## src/rtl/gshare_if.sv

```systemverilog
// Fetch/resolve-side bundle of the gshare predictor: request and update strobes
// from the pipeline, readiness and prediction back from the predictor.
interface gshare_if #(
  parameter int HIST_BITS = 4
);
  logic                 request;
  logic [HIST_BITS-1:0] req_pc;
  logic                 result;
  logic [HIST_BITS-1:0] res_pc;
  logic                 taken;
  logic                 ready;
  logic                 pred_valid;
  logic                 prediction;
  logic                 pred_strong;

  modport master (
    output request, req_pc, result, res_pc, taken,
    input  ready, pred_valid, prediction, pred_strong
  );

  modport slave (
    input  request, req_pc, result, res_pc, taken,
    output ready, pred_valid, prediction, pred_strong
  );
endinterface

```

## src/rtl/gshare_predictor.sv

```systemverilog
// Global-history branch predictor with saturating counters, optional gshare
// (PC XOR history) indexing and a post-reset sweep that loads weakly-not-taken.
module gshare_predictor #(
  parameter int HIST_BITS = 4,
  parameter int CTR_BITS  = 2,
  parameter int GSHARE    = 0
) (
  input  logic     clk,
  input  logic     rst_n,
  gshare_if.slave  bus
);
  localparam int DEPTH = 1 << HIST_BITS;
  localparam logic [CTR_BITS-1:0] CTR_MAX = '1;
  localparam logic [CTR_BITS-1:0] CTR_ONE = CTR_BITS'(1);
  localparam logic [CTR_BITS-1:0] CTR_WNT = {1'b0, {(CTR_BITS-1){1'b1}}};

  typedef enum logic {INIT, RUN} state_t;

  state_t               state_reg;
  logic [HIST_BITS-1:0] init_ptr_reg;
  logic [HIST_BITS-1:0] hist_reg;
  logic                 ready_reg;
  logic                 pred_valid_reg;
  logic                 prediction_reg;
  logic                 pred_strong_reg;

  logic [CTR_BITS-1:0]  ctr_mem [DEPTH];

  logic [HIST_BITS-1:0] req_idx;
  logic [HIST_BITS-1:0] res_idx;
  logic [CTR_BITS-1:0]  req_ctr;
  logic [CTR_BITS-1:0]  res_ctr;
  logic [CTR_BITS-1:0]  upd_ctr;
  logic                 wr_en;
  logic [HIST_BITS-1:0] wr_idx;
  logic [CTR_BITS-1:0]  wr_data;

  generate
    if (GSHARE != 0) begin : g_gshare_idx
      assign req_idx = bus.req_pc ^ hist_reg;
      assign res_idx = bus.res_pc ^ hist_reg;
    end else begin : g_hist_idx
      assign req_idx = hist_reg;
      assign res_idx = hist_reg;
    end
  endgenerate

  // Both reads see the table before this edge's write, so a colliding
  // request still observes the pre-update counter.
  assign req_ctr = ctr_mem[req_idx];
  assign res_ctr = ctr_mem[res_idx];

  always_comb begin
    upd_ctr = res_ctr;
    if (bus.taken && (res_ctr != CTR_MAX)) begin
      upd_ctr = res_ctr + CTR_ONE;
    end else if (!bus.taken && (res_ctr != '0)) begin
      upd_ctr = res_ctr - CTR_ONE;
    end
  end

  always_comb begin
    wr_en   = 1'b0;
    wr_idx  = res_idx;
    wr_data = upd_ctr;
    if (rst_n) begin
      if (state_reg == INIT) begin
        wr_en   = 1'b1;
        wr_idx  = init_ptr_reg;
        wr_data = CTR_WNT;
      end else if (bus.result) begin
        wr_en = 1'b1;
      end
    end
  end

  always_ff @(posedge clk) begin
    if (wr_en) begin
      ctr_mem[wr_idx] <= wr_data;
    end
  end

  always_ff @(posedge clk) begin
    if (!rst_n) begin
      state_reg       <= INIT;
      init_ptr_reg    <= '0;
      hist_reg        <= '0;
      ready_reg       <= 1'b0;
      pred_valid_reg  <= 1'b0;
      prediction_reg  <= 1'b0;
      pred_strong_reg <= 1'b0;
    end else begin
      case (state_reg)
        INIT: begin
          pred_valid_reg <= 1'b0;
          init_ptr_reg   <= init_ptr_reg + HIST_BITS'(1);
          if (init_ptr_reg == '1) begin
            state_reg <= RUN;
            ready_reg <= 1'b1;
          end
        end
        RUN: begin
          pred_valid_reg <= bus.request;
          if (bus.request) begin
            prediction_reg  <= req_ctr[CTR_BITS-1];
            pred_strong_reg <= (req_ctr == CTR_MAX) || (req_ctr == '0);
          end
          // Newest outcome enters at the MSB.
          if (bus.result) begin
            hist_reg <= {bus.taken, hist_reg[HIST_BITS-1:1]};
          end
        end
        default: state_reg <= INIT;
      endcase
    end
  end

  assign bus.ready       = ready_reg;
  assign bus.pred_valid  = pred_valid_reg;
  assign bus.prediction  = prediction_reg;
  assign bus.pred_strong = pred_strong_reg;
endmodule

```

## src/flat_wrapper.sv

```systemverilog
// flat-port wrapper written by rule: the top's interface ports become plain ports
module gshare_predictor_flat 
#(
  parameter int HIST_BITS = 4,
  parameter int CTR_BITS  = 2,
  parameter int GSHARE    = 0
)
  (clk, rst_n, bus_request, bus_req_pc, bus_result, bus_res_pc, bus_taken, bus_ready, bus_pred_valid, bus_prediction, bus_pred_strong);
  gshare_if #(.HIST_BITS(HIST_BITS)) bus_i ();
  input  logic clk;
  input  logic rst_n;
  input wire logic [$bits(bus_i.request)-1:0] bus_request;
  input wire logic [$bits(bus_i.req_pc)-1:0] bus_req_pc;
  input wire logic [$bits(bus_i.result)-1:0] bus_result;
  input wire logic [$bits(bus_i.res_pc)-1:0] bus_res_pc;
  input wire logic [$bits(bus_i.taken)-1:0] bus_taken;
  output wire logic [$bits(bus_i.ready)-1:0] bus_ready;
  output wire logic [$bits(bus_i.pred_valid)-1:0] bus_pred_valid;
  output wire logic [$bits(bus_i.prediction)-1:0] bus_prediction;
  output wire logic [$bits(bus_i.pred_strong)-1:0] bus_pred_strong;
  assign bus_i.request = bus_request;
  assign bus_i.req_pc = bus_req_pc;
  assign bus_i.result = bus_result;
  assign bus_i.res_pc = bus_res_pc;
  assign bus_i.taken = bus_taken;
  assign bus_ready = bus_i.ready;
  assign bus_pred_valid = bus_i.pred_valid;
  assign bus_prediction = bus_i.prediction;
  assign bus_pred_strong = bus_i.pred_strong;
  gshare_predictor #(.HIST_BITS(HIST_BITS), .CTR_BITS(CTR_BITS), .GSHARE(GSHARE)) u_core (.clk(clk), .rst_n(rst_n), .bus(bus_i));
endmodule
```

## config.mk

```make
export PLATFORM = sky130hd
export DESIGN_NAME = gshare_predictor_flat
export DESIGN_NICKNAME = d
export VERILOG_FILES = /design/src/rtl/gshare_if.sv /design/src/rtl/gshare_predictor.sv /design/src/flat_wrapper.sv
export SDC_FILE = /design/constraint.sdc
export NUM_CORES = 1
export LEC_CHECK = 0
export CAP_MARGIN = 0
export CORE_ASPECT_RATIO = 1.2
export CORE_MARGIN = 3
export CORE_UTILIZATION = 30
export DETAILED_ROUTE_END_ITERATION = 10
export DONT_BUFFER_PORTS = 1
export SLEW_MARGIN = 30
export SYNTH_ARGS = -nofsm -noshare
export SYNTH_HDL_FRONTEND = slang
export SYNTH_SLANG_ARGS = --single-unit
```

## constraint.sdc

```tcl
create_clock -name clk -period 3.76 [get_ports clk]
set_input_delay 0 -clock clk [delete_from_list [all_inputs] [get_ports clk]]
set_output_delay 0 -clock clk [all_outputs]
set_load 0.005 [all_outputs]
```

-- Yosys cells after proc, flatten, opt, wreduce, memory -nomap -nowiden
Memory sizes are Yosys's and may differ from the RTL's. A register that Yosys moved wholly into a read port is not among the register bits.
Cells that the tools add are included.
- bits in registers: 13
- memory bits (writable): 32
- input port bits: 13
- output and inout bits: 4
- logic and storage cells: 40
- memories kept: 1
- memory list (memory ; depth ; bits a word ; rd ports ; clocked after memory_dff ; wr ports ; line ; source):
    u_core.ctr_mem ; 16 ; 2 ; 1 ; 1 ; 1 ; gshare_predictor.sv:27 ; logic [CTR_BITS-1:0] ctr_mem [DEPTH];
- $add $sub $neg: 3
- equal/unequal tests: 3
- mux-type cells: 16
- bitwise logic cells: 1
- reduce and logical (&&, ||, !) cells: 9
- operators by type and width (operator ; number):
    4-bit 2-to-1 mux ; 4
    2-bit 2-to-1 mux ; 4
    1-bit 2-to-1 mux ; 7
    2-bit AND reduction ; 3
    4-bit by 1-bit adder with 4-bit output (second input constant) ; 1
    4-bit == test (second input constant) ; 1
    2-bit by 1-bit adder with 2-bit output (second input constant) ; 1
    2-bit == test (second input constant) ; 1
    1-bit logical AND ; 2
    2-bit logical NOT ; 1
    2-bit != test (second input constant) ; 1
    1-bit one-hot mux with 2 select lines ; 1
    2-bit nonzero test ; 1
    2-bit by 1-bit subtractor with 2-bit output (second input constant) ; 1
    1-bit logical NOT ; 1
    1-bit logical OR ; 1
    1-bit inverter ; 1

-- Depth between registers and ports, before layout
Gate-level depths: netlist of run 1.
- depth in word-level cells: 6
- gate-level depth with buffers: 10
- mapped depth without buffers: 9

-- Least setup slack after synthesis of run 1
No wires, ideal clock.
- kind: reg2reg
- from: reg with a tool-made name
- to: mem u_core.ctr_mem[0][1] (data pin)
- library setup time: 301 ps
- data arrival time: 2216 ps
- required time: 3459 ps
- path slack: 1243 ps
- cell stages (with the launch flop): 9
- path buffers: 1
- clock period less this slack: 2517 ps
- cells stage by stage: dfxtp_1 -> buf_6 -> mux4_2 -> mux4_2 -> inv_1 -> ha_1 -> nand2_1 -> nor2_1 -> o31a_1
- RTL lines (element ; line):
    end, declared ; gshare_predictor.sv:27

==> results.ini, run 1 <==
[global_routing]
overall_global_routing_usage_pct = 9.95
grt_antenna_before_repair = 0
first_global_vias = 1147
global_route_wire_length_before_repair_mm = 5.68
maximum_number_of_pins_on_one_net_before_global_route_repair = 17
grt_overflow = 0

[power_and_ir_drop]
power_density_nw_per_um2 = 417
ir_drop_uv = 135
p_leak_uw = 0.000693

[synthesis]
synth.distinct_cells = 31
simple_gate_fraction_of_synth_area_pct = 13.2
synthAdderAreaFrac_pct = 1.83
yosys_warnings = 0
syn-cell-area_um2 = 2050
ys_ff_latch = 49
ys_seq_area_share_pct = 63.4
compound_gate_fraction_of_synth_area_pct = 5.91
synthesis.nets = 173
async_flop_share_pct = 0
synth.mux.area_fraction_pct = 11.2
synth_cells = 157
synth_top_family_by_area = simple AND/OR/NAND/NOR gates
synth_area_per_cell_um2 = 13.1
yosys-top-cells-area = sky130_fd_sc_hd__edfxtp_1 47%, sky130_fd_sc_hd__dfxtp_1 17%, sky130_fd_sc_hd__mux4_2 7.7%, sky130_fd_sc_hd__nor2_1 4.9%, sky130_fd_sc_hd__mux4_1 2.6%
ys_dominant_reg_cell = sky130_fd_sc_hd__edfxtp_1
synth_top_cells_by_count = 32 x sky130_fd_sc_hd__edfxtp_1, 27 x sky130_fd_sc_hd__nor2_1, 17 x sky130_fd_sc_hd__dfxtp_1
synth_largest_type_area_fraction_pct = 46.8
yosys.area.top_type = sky130_fd_sc_hd__edfxtp_1
synth-edff-count = 32
yosysMostFrequentCell = sky130_fd_sc_hd__edfxtp_1
post_synth_xor_xnor_area_pct = 1.71

[detailed_routing]
detail_route.wl_per_cell_um = 14.4
wl_mm = 3.53
detailroute.via_count = 1207
drt_iter0_markers = 108
avgViaCountPerCell = 4.91
number_of_detailed_route_iterations_in_the_first_pass = 4
drtAntennaViolNets = 0
drc = 0

[setup_path]
timing.critical_path.from_type = register
worst_path_max_fanout = 16
worstPathRequired_ns = 3.68
arrival_worst_endpoint_ns = 3.00
critPathKind = reg -> reg
cp_endpoint_kind = register

[min_path]
classification_of_the_worst_slack_hold_path = in -> reg

[sta]
fmax_ghz = 0.324
worst-slew-pin-transition_ns = 0.535
setup_violations = 0
final_min_period_over_clock_period_pct = 82.0
finalWorstPathRequiredPeriod_ns = 3.08
slew_viol_final = 0
grt_setup_unrepaired = false
timing.max_slew.rel_slack_pct = 64.3
fin_tns_setup_ns = 0
clock-skew-final_ns = 0.00666
timing.hold.ws_ns = 0.0266
report.final.hold_viol_count = 0

[cells_and_area]
n_fill_cell = 632
layout_cell_share_with_drive_strength_beyond_1_pct = 8.70
largest_register_ffs = 32
area_growth_pct = 9.09
final-instance-count-excl-fill = 246
insertedDiodeCount = 0
nets = 176

[clock_network]
tritoncts = built
cts_made_buffers = 5
tritoncts_num_sinks = 49
postCtsSetupRepairBufs = 0
cts_buffer_depth = 2
cts_resized = 0
clock_latency_ns = 0.29
htree_num_levels = 2
clk_pin_slew_worst_paths_ns = 0.08
cts_root_buf = sky130_fd_sc_hd__clkbuf_8

[place]
hpwl_mm = 2.58
numPlacedInstances = 235
gp_congestion = 0.780
port_buffers = 0

[floorplanning]
ioPinCount = 17
full_die_area_um2 = 7870
dieWidth_um = 81.5
core_um2 = 6530
die_height_um = 96.6
std_cell_rows = 32
floorplan.initialDensity_pct = 31.4

[status]
run_status = finished clean

[job]
max_cap_violations = 0

-- path summary, 6_finish.rpt --
check	slack, ns	cells past startpoint	to	startpoint
worst max register to register	0.68	8	u_core.ctr_mem[13][0]	register
worst max-delay path	0.68	8	u_core.ctr_mem[13][0]	register
worst min-delay path	0.03	3	u_core.hist_reg[3]	bus_result
worst min register to register	0.48	2	u_core.bus.prediction	u_core.bus.prediction
-- worst max-delay path, stage by stage (launching register included) --
cell and delay [ns]:
sky130_fd_sc_hd__dfxtp_1 0.65, sky130_fd_sc_hd__mux4_2 0.59, sky130_fd_sc_hd__mux4_2 0.53, sky130_fd_sc_hd__inv_1 0.08
sky130_fd_sc_hd__ha_1 0.16, sky130_fd_sc_hd__nand2b_1 0.07, sky130_fd_sc_hd__and2_1 0.16, sky130_fd_sc_hd__xnor2_1 0.14
sky130_fd_sc_hd__nand2_1 0.31
-- layout make-up --
type | instances | area, um2 | share of cell area [%]
clock buffers | 7 | 76.3 | 3.41
clock inverters | 1 | 7.51 | 0.335
inverters | 6 | 22.5 | 1.01
multi-input cells | 95 | 694 | 31.0
flip-flops and latches | 49 | 1300 | 58.1
well taps | 85 | 106 | 4.75
repair buffers | 3 | 30.0 | 1.34
-- layout by cell type (no fill, tap or decap), types with 3 or more instances in the layout --
| cell | instances |
|---|---|
| sky130_fd_sc_hd__inv_1 | 6 |
| sky130_fd_sc_hd__ha_1 | 3 |
| sky130_fd_sc_hd__nand3b_1 | 3 |
| sky130_fd_sc_hd__a31oi_1 | 6 |
| sky130_fd_sc_hd__nand3_1 | 5 |
| sky130_fd_sc_hd__clkbuf_8 | 5 |
| sky130_fd_sc_hd__a21oi_1 | 7 |
| sky130_fd_sc_hd__dfxtp_1 | 17 |
| sky130_fd_sc_hd__mux4_2 | 7 |
| sky130_fd_sc_hd__dlygate4sd3_1 | 3 |
| sky130_fd_sc_hd__nor2_1 | 27 |
| sky130_fd_sc_hd__nand2_1 | 10 |
| sky130_fd_sc_hd__edfxtp_1 | 32 |
-- routing by layer --
metal	track usage, %	share of wire, %	vias up
li1	-	-	585
met1	11.2	42	602
met2	17.5	54	18
met3	2.50	3.0	2
met4	4.65	1.4	0
met5	0	0	-
-- power by group --
group          leakage, uW  total (uW)  internal [uW]  switching (uW)
combinational     0.000229        52.6           19.1            33.5
sequential        0.000426         591            586            5.11
clock            0.0000385         290            132             158
-- what timing repair did --
item / CTS / global route
endpoints found under the hold margin: 9 / 0
hold buffers: 3 / 0
setup endpoints to repair: 0 / 0
-- kinds of logic (layout without fill, tap and decap cells) --
kind of cell | count (synthesis) | in the layout
flip-flops | 49 | 49
adder cells (fa/ha/maj) | 3 | 3
AND/OR/NAND/NOR | 58 | 58
AO/OA/AOI/OAI | 19 | 19
XOR/XNOR | 4 | 4
multiplexers | 11 | 11
buffers and inverters | 13 | 17
-- stage by stage --
| stage | setup slack, ns | utilization [%] | total power, uW | cell area [um2] |
|---|---|---|---|---|
| after floorplan | 1.24 | - | 641 | 2050 |
| after global placement | 0.658 | 32.6 | 653 | 2120 |
| after detailed placement | 0.591 | 32.6 | 655 | 2120 |
| after CTS | 0.576 | 34.3 | 945 | 2240 |
| after global routing | 0.379 | 34.3 | 971 | 2240 |
| final | 0.678 | 34.3 | 933 | 2240 |
Note: power is estimated with default switching activity, not from simulation.
==> inputs of run 2 (changes only) <==
Clock period 3.76 ns to 2.45 ns, I/O delays scaled along.
==> results.ini, run 2 (synthesis gave the netlist of run 1 again) <==
[status]
run_status = finished with violations
violations = negative setup slack

[sta]
clock-skew-final_ns = 0.00609  ; -0.000574 ns
worst-slew-pin-transition_ns = 0.554  ; +0.0190 ns
report.final.hold_viol_count = 0  ; unchanged
slew_viol_final = 0  ; unchanged
fin_tns_setup_ns = -3.35  ; -3.35 ns
timing.hold.ws_ns = 0.0244  ; -0.00212 ns
post-route-worst-setup-slack_ns = -0.112  ; -0.790 ns
final_min_period_over_clock_period_pct = 105  ; +23 points
setup_violations = 32  ; +32
grt_setup_unrepaired = true
timing.max_slew.rel_slack_pct = 63.0  ; -1.3 points
finalWorstPathRequiredPeriod_ns = 2.56  ; -0.520 ns
fmax_ghz = 0.390  ; +20%

[detailed_routing]
route.met2.wl_mm = 2.44  ; +28%
detailroute.wirelength.met3_um = 74  ; -30%
avgViaCountPerCell = 4.91  ; about the same
number_of_detailed_route_iterations_in_the_first_pass = 4  ; unchanged
wl_met1_mm = 1.66  ; +13%
drt_iter0_markers = 111  ; +2.8%
detail_route.wl_per_cell_um = 16.4  ; +14%
drtAntennaViolNets = 0  ; unchanged
top_layer = met4
wl_mm = 4.33  ; +23%
detailroute.via_count = 1295  ; +7.3%
drc = 0  ; unchanged

[setup_path]
worstPathRequired_ns = 2.47  ; -1.21 ns
cp_endpoint_kind = register
critPathKind = reg -> reg
cp_slowest_cell = sky130_fd_sc_hd__mux4_2
arrival_worst_endpoint_ns = 2.59  ; -0.41 ns
crit_chain = mux4_2, mux4_2, inv_2, ha_4, nand2b_4, and2_4, xnor2_4, nand2_4
ff2ff_path_depth = 8  ; unchanged
cpPeakStageDelay_ns = 0.54  ; -0.11 ns
crit_top_cell = sky130_fd_sc_hd__mux4_2
delay_heaviest_family_cp = multiplexers
critical_path.n_buffers_inverters = 1  ; unchanged
timing.critical_path.from_type = register
worst_path_max_fanout = 8  ; -8
reg2reg_to = u_core.ctr_mem[14][0]
rrSetupSlack_ns = -0.11  ; -0.79 ns

[cells_and_area]
area_growth_pct = 23.2
layout.cells.most_common = sky130_fd_sc_hd__edfxtp_1
total_area_of_multi_input_combinational_cells_um2 = 836  ; +20%
insertedDiodeCount = 0  ; unchanged
final-instance-count-excl-fill = 264  ; +7.3%
nets = 194  ; +10%
layout_cell_share_with_drive_strength_beyond_1_pct = 26.8  ; +18 points
layout.cells.most_common_list = 32 x sky130_fd_sc_hd__edfxtp_1, 26 x sky130_fd_sc_hd__nor2_1, 16 x sky130_fd_sc_hd__dfxtp_1, 13 x sky130_fd_sc_hd__buf_4
n_fill_cell = 616  ; -2.5%
largest_register_ffs = 32  ; unchanged
regArea_um2 = 1310  ; +0.29%

[job]
max_cap_violations = 0  ; unchanged

[floorplanning]
core_um2 = 6530  ; unchanged
dieWidth_um = 81.5  ; unchanged
floorplan.initialDensity_pct = 31.4  ; unchanged
ioPinCount = 17  ; unchanged
std_cell_rows = 32  ; unchanged
full_die_area_um2 = 7870  ; unchanged
die_height_um = 96.6  ; unchanged

[clock_network]
clock_latency_ns = 0.29  ; about the same
clk_pin_slew_worst_paths_ns = 0.08  ; about the same
cts_made_buffers = 5  ; unchanged
htree_num_levels = 2  ; unchanged
cts_buffer_depth = 2  ; unchanged
tritoncts = built
cts_root_buf = sky130_fd_sc_hd__clkbuf_8
tritoncts_num_sinks = 49  ; unchanged

[global_routing]
grt_antenna_before_repair = 0  ; unchanged
maximum_number_of_pins_on_one_net_before_global_route_repair = 17  ; unchanged
global_route_wire_length_before_repair_mm = 6.71  ; +18%
first_global_vias = 1320  ; +15%
grt_overflow = 0  ; unchanged
overall_global_routing_usage_pct = 11.8  ; +1.9 points

[min_path]
hold_start = bus_result
classification_of_the_worst_slack_hold_path = in -> reg
worst_hold_path.num_cells = 3  ; unchanged
worst_hold_path.endpoint = u_core.hist_reg[2]

[place]
gp_congestion = 0.722  ; -7.5%
numPlacedInstances = 245  ; +4.3%
hpwl_mm = 2.80  ; +8.7%
port_buffers = 0  ; unchanged

[power_and_ir_drop]
ir_drop_uv = 205  ; +52%
p_leak_uw = 0.000830  ; +20%
power_density_nw_per_um2 = 592  ; +42%

-- run 2: cell types whose count changed in the layout (fill, tap and decap cells not counted), sizes merged --
| cell | before | now |
|---|---|---|
| clkinvlp | 1 | 0 |
| buf | 0 | 16 |
| nand2 | 10 | 11 |
| clkbuf | 7 | 8 |
| o31a | 1 | 2 |
-- run 2: where the power goes --
part / switching, uW / leakage [uW] / internal, uW / total, uW
combinational: 82.3 / 0.000364 / 71.1 / 153
sequential: 7.84 / 0.000427 / 897 / 905
clock: 235 / 0.0000395 / 203 / 438
total: 325 / 0.000830 / 1170 / 1500
-- run 2: per-stage QoR --
stage / util (%) / setup WS, ns / total power, uW / instance area [um2]
4_1_cts: 37.7 / -0.115 / 1500 / 2460
6_report: 38.7 / -0.112 / 1500 / 2530
3_3_place_gp: 34.3 / -0.341 / 1020 / 2240
5_1_grt: 38.7 / -0.192 / 1560 / 2530
3_5_place_dp: 34.3 / -0.368 / 1020 / 2240
2_1_floorplan: - / -0.00548 / 989 / 2080
-- run 2: worst reg2reg max path, stage by stage (launching register included) --
cell	delay, ns
sky130_fd_sc_hd__dfxtp_4	0.43
sky130_fd_sc_hd__mux4_2	0.52
sky130_fd_sc_hd__mux4_2	0.54
sky130_fd_sc_hd__inv_2	0.10
sky130_fd_sc_hd__ha_4	0.15
sky130_fd_sc_hd__nand2b_4	0.05
sky130_fd_sc_hd__and2_4	0.15
sky130_fd_sc_hd__xnor2_4	0.23
sky130_fd_sc_hd__nand2_4	0.13
-- run 2: area by class of cell --
cell class              instances  share of cell area [%]
flip-flops and latches         49                    51.6
multi-input cells              97                    33.1
repair buffers                 19                    7.08
well taps                      85                    4.21
clock buffers                   8                    3.17
inverters                       6                   0.891
-- run 2: how the worst max path moves through the flow --
stage / from / endpoint / cells after the start
after global routing: register / u_core.ctr_mem[14][1] / 9
after CTS: register / u_core.ctr_mem[14][0] / 8
after floorplan: register / u_core.ctr_mem[0][1] / 7
after global placement: register / u_core.ctr_mem[10][1] / 6
after detailed placement: register / u_core.ctr_mem[10][1] / 6
final: register / u_core.ctr_mem[14][0] / 8
-- run 2: repair_timing --
| item | CTS | global route |
|---|---|---|
| cloned | 2 | 0 |
| buffers inserted | 3 | 3 |
| endpoints found under the setup margin | 32 | 33 |
| hold buffers | 3 | 0 |
| pin swaps | 5 | 7 |
| gates resized for setup | 15 | 6 |
| hold endpoints to repair | 9 | 0 |
-- run 2: per-layer routing --
layer	GRT usage [%]	vias up
met2	22.1	20
li1	-	624
met5	0	-
met1	12.5	641
met3	1.48	10
met4	6.90	0
==> inputs of run 3 (changes only) <==
Settings changed: CORE_ASPECT_RATIO 1.2 to 0.7, CORE_MARGIN 3 to not set, REMOVE_ABC_BUFFERS set to 1.
==> results.ini, run 3 (synthesis gave the netlist of run 1 again) <==
[global_routing]
first_global_vias = 1307  ; -0.98%
overall_global_routing_usage_pct = 14.0  ; +2.2 points
maximum_number_of_pins_on_one_net_before_global_route_repair = 17  ; unchanged
grt_overflow = 0  ; unchanged
grt_antenna_before_repair = 0  ; unchanged
global_route_wire_length_before_repair_mm = 7.18  ; +7.1%

[setup_path]
critical_path.n_buffers_inverters = 3  ; +2
worstPathRequired_ns = 2.51  ; +0.04 ns
arrival_worst_endpoint_ns = 2.66  ; +0.07 ns
cp_endpoint_kind = register
crit_top_cell = sky130_fd_sc_hd__mux4_2
timing.critical_path.from_type = register
critPathKind = reg -> reg
delay_heaviest_family_cp = multiplexers
worst_path_max_fanout = 16  ; +8
crit_chain = buf_6, mux4_2, mux4_2, inv_2, ha_4, nand2b_4, and2_4, xnor2_2, nand2_1, buf_12
cpPeakStageDelay_ns = 0.51  ; -0.03 ns
cp_slowest_cell = sky130_fd_sc_hd__mux4_2

[power_and_ir_drop]
p_leak_uw = 0.000800  ; -3.7%
power_density_nw_per_um2 = 608  ; +2.8%
ir_drop_uv = 230  ; +12%

[cells_and_area]
largest_register_ffs = 32  ; unchanged
finish.instance_area_um2 = 2460  ; -2.8%
insertedDiodeCount = 0  ; unchanged
nets = 191  ; -1.5%
layout_cell_share_with_drive_strength_beyond_1_pct = 23.9  ; -3.0 points
area_growth_pct = 19.8
layout.cells.most_common_list = 32 x sky130_fd_sc_hd__edfxtp_1, 26 x sky130_fd_sc_hd__nor2_1, 16 x sky130_fd_sc_hd__dfxtp_1, 10 x sky130_fd_sc_hd__buf_4, 9 x sky130_fd_sc_hd__nand2_1
final_core_utilization_pct = 38.2  ; -0.51 points
final-instance-count-excl-fill = 267  ; +1.1%
layout.cells.most_common = sky130_fd_sc_hd__edfxtp_1

[detailed_routing]
detailroute.via_count = 1301  ; +0.46%
drc = 0  ; unchanged
drtAntennaViolNets = 0  ; unchanged
number_of_detailed_route_iterations_in_the_first_pass = 5  ; +1
avgViaCountPerCell = 4.87  ; -0.67%
wl_mm = 4.43  ; +2.3%
detail_route.wl_per_cell_um = 16.6  ; +1.1%
drt_iter0_markers = 66  ; -41%

[place]
gp_congestion = 0.748  ; +3.7%
port_buffers = 0  ; unchanged
numPlacedInstances = 254  ; +3.7%
hpwl_mm = 2.96  ; +5.8%
placement.setup.worst_slack_ns = -0.404  ; -0.0357 ns
post_dp_cell_area_um2 = 2250  ; +0.84%

[sta]
timing.hold.ws_ns = 0.0392  ; +0.0148 ns
fmax_ghz = 0.385  ; -1.5%
finalWorstPathRequiredPeriod_ns = 2.60  ; +0.0380 ns
worst-slew-pin-transition_ns = 0.511  ; -0.0428 ns
grt_setup_unrepaired = true
slew_viol_final = 0  ; unchanged
timing.max_slew.rel_slack_pct = 65.8  ; +2.7 points
post-route-worst-setup-slack_ns = -0.150  ; -0.0380 ns
clock-skew-final_ns = 0.00383  ; -0.00226 ns
setup_violations = 32  ; unchanged
report.final.hold_viol_count = 0  ; unchanged
final_min_period_over_clock_period_pct = 106  ; +1.5 points

[clock_network]
clock_latency_ns = 0.30  ; about the same
tritoncts_num_sinks = 49  ; unchanged
cts_made_buffers = 5  ; unchanged
htree_num_levels = 2  ; unchanged
cts_buffer_depth = 2  ; unchanged
tritoncts = built
cts_root_buf = sky130_fd_sc_hd__clkbuf_8
postCtsSetupRepairBufs = 0  ; -3
clk_pin_slew_worst_paths_ns = 0.09  ; about the same

[floorplanning]
dieWidth_um = 101  ; +24%
core_um2 = 6430  ; -1.5%
full_die_area_um2 = 7180  ; -8.8%
die_height_um = 71.2  ; -26%
ioPinCount = 17  ; unchanged
std_cell_rows = 24  ; -25%
floorplan.initialDensity_pct = 31.9  ; +0.49 points

[job]
max_cap_violations = 0  ; unchanged

[status]
violations = negative setup slack
run_status = finished with violations

[min_path]
classification_of_the_worst_slack_hold_path = in -> reg

[run 3: final timing paths]
check	from	to	slack, ns	cells past startpoint
worst min-delay path	bus_result	register	0.04	3
worst max-delay path	register	u_core.ctr_mem[10][0]	-0.15	10
worst max register to register	register	u_core.ctr_mem[10][0]	-0.15	10
worst min register to register	u_core.bus.prediction	u_core.bus.prediction	0.48	2
[run 3: metrics by stage]
stage	TNS, ns	total power [uW]
final	-4.40	1490
after global routing	-8.15	1550
after CTS	-5.11	1500
after detailed placement	-9.83	1020
after global placement	-6.99	1020
after floorplan	-7.11	982
[run 3: per-layer routing]
layer  track usage, %  routed length (um)
met4             4.83                  81
met1             20.1                2120
met2             20.2                1870
met5                0                   0
met3             4.05                 354
[run 3: repair_timing]
action,CTS,global route
setup endpoints to repair,32,32
gates resized for setup,9,6
pin swaps,2,1
gates cloned,1,0
hold endpoints to repair,9,0
hold buffers,4,0
[run 3: cell type report]
class	count	area (um2)
Inverter	6	22.5
Clock inverter	3	17.5
Tap cell	91	114
Sequential cell	49	1300
Multi-Input combinational cell	96	766
Timing Repair Buffer	17	166
Clock buffer	5	68.8
Fill cell	616	3970
[run 3: tightest hold or removal path: cells and delay by family]
kind	cells	cell delay, ns
AND/OR/NAND/NOR	2	0.22
AO/OA/AOI/OAI	1	0.07
[run 3: power by group]
group / switching (uW) / internal (uW)
Combinational: 70.2 / 59.1
Clock: 261 / 198
Sequential: 8.75 / 899
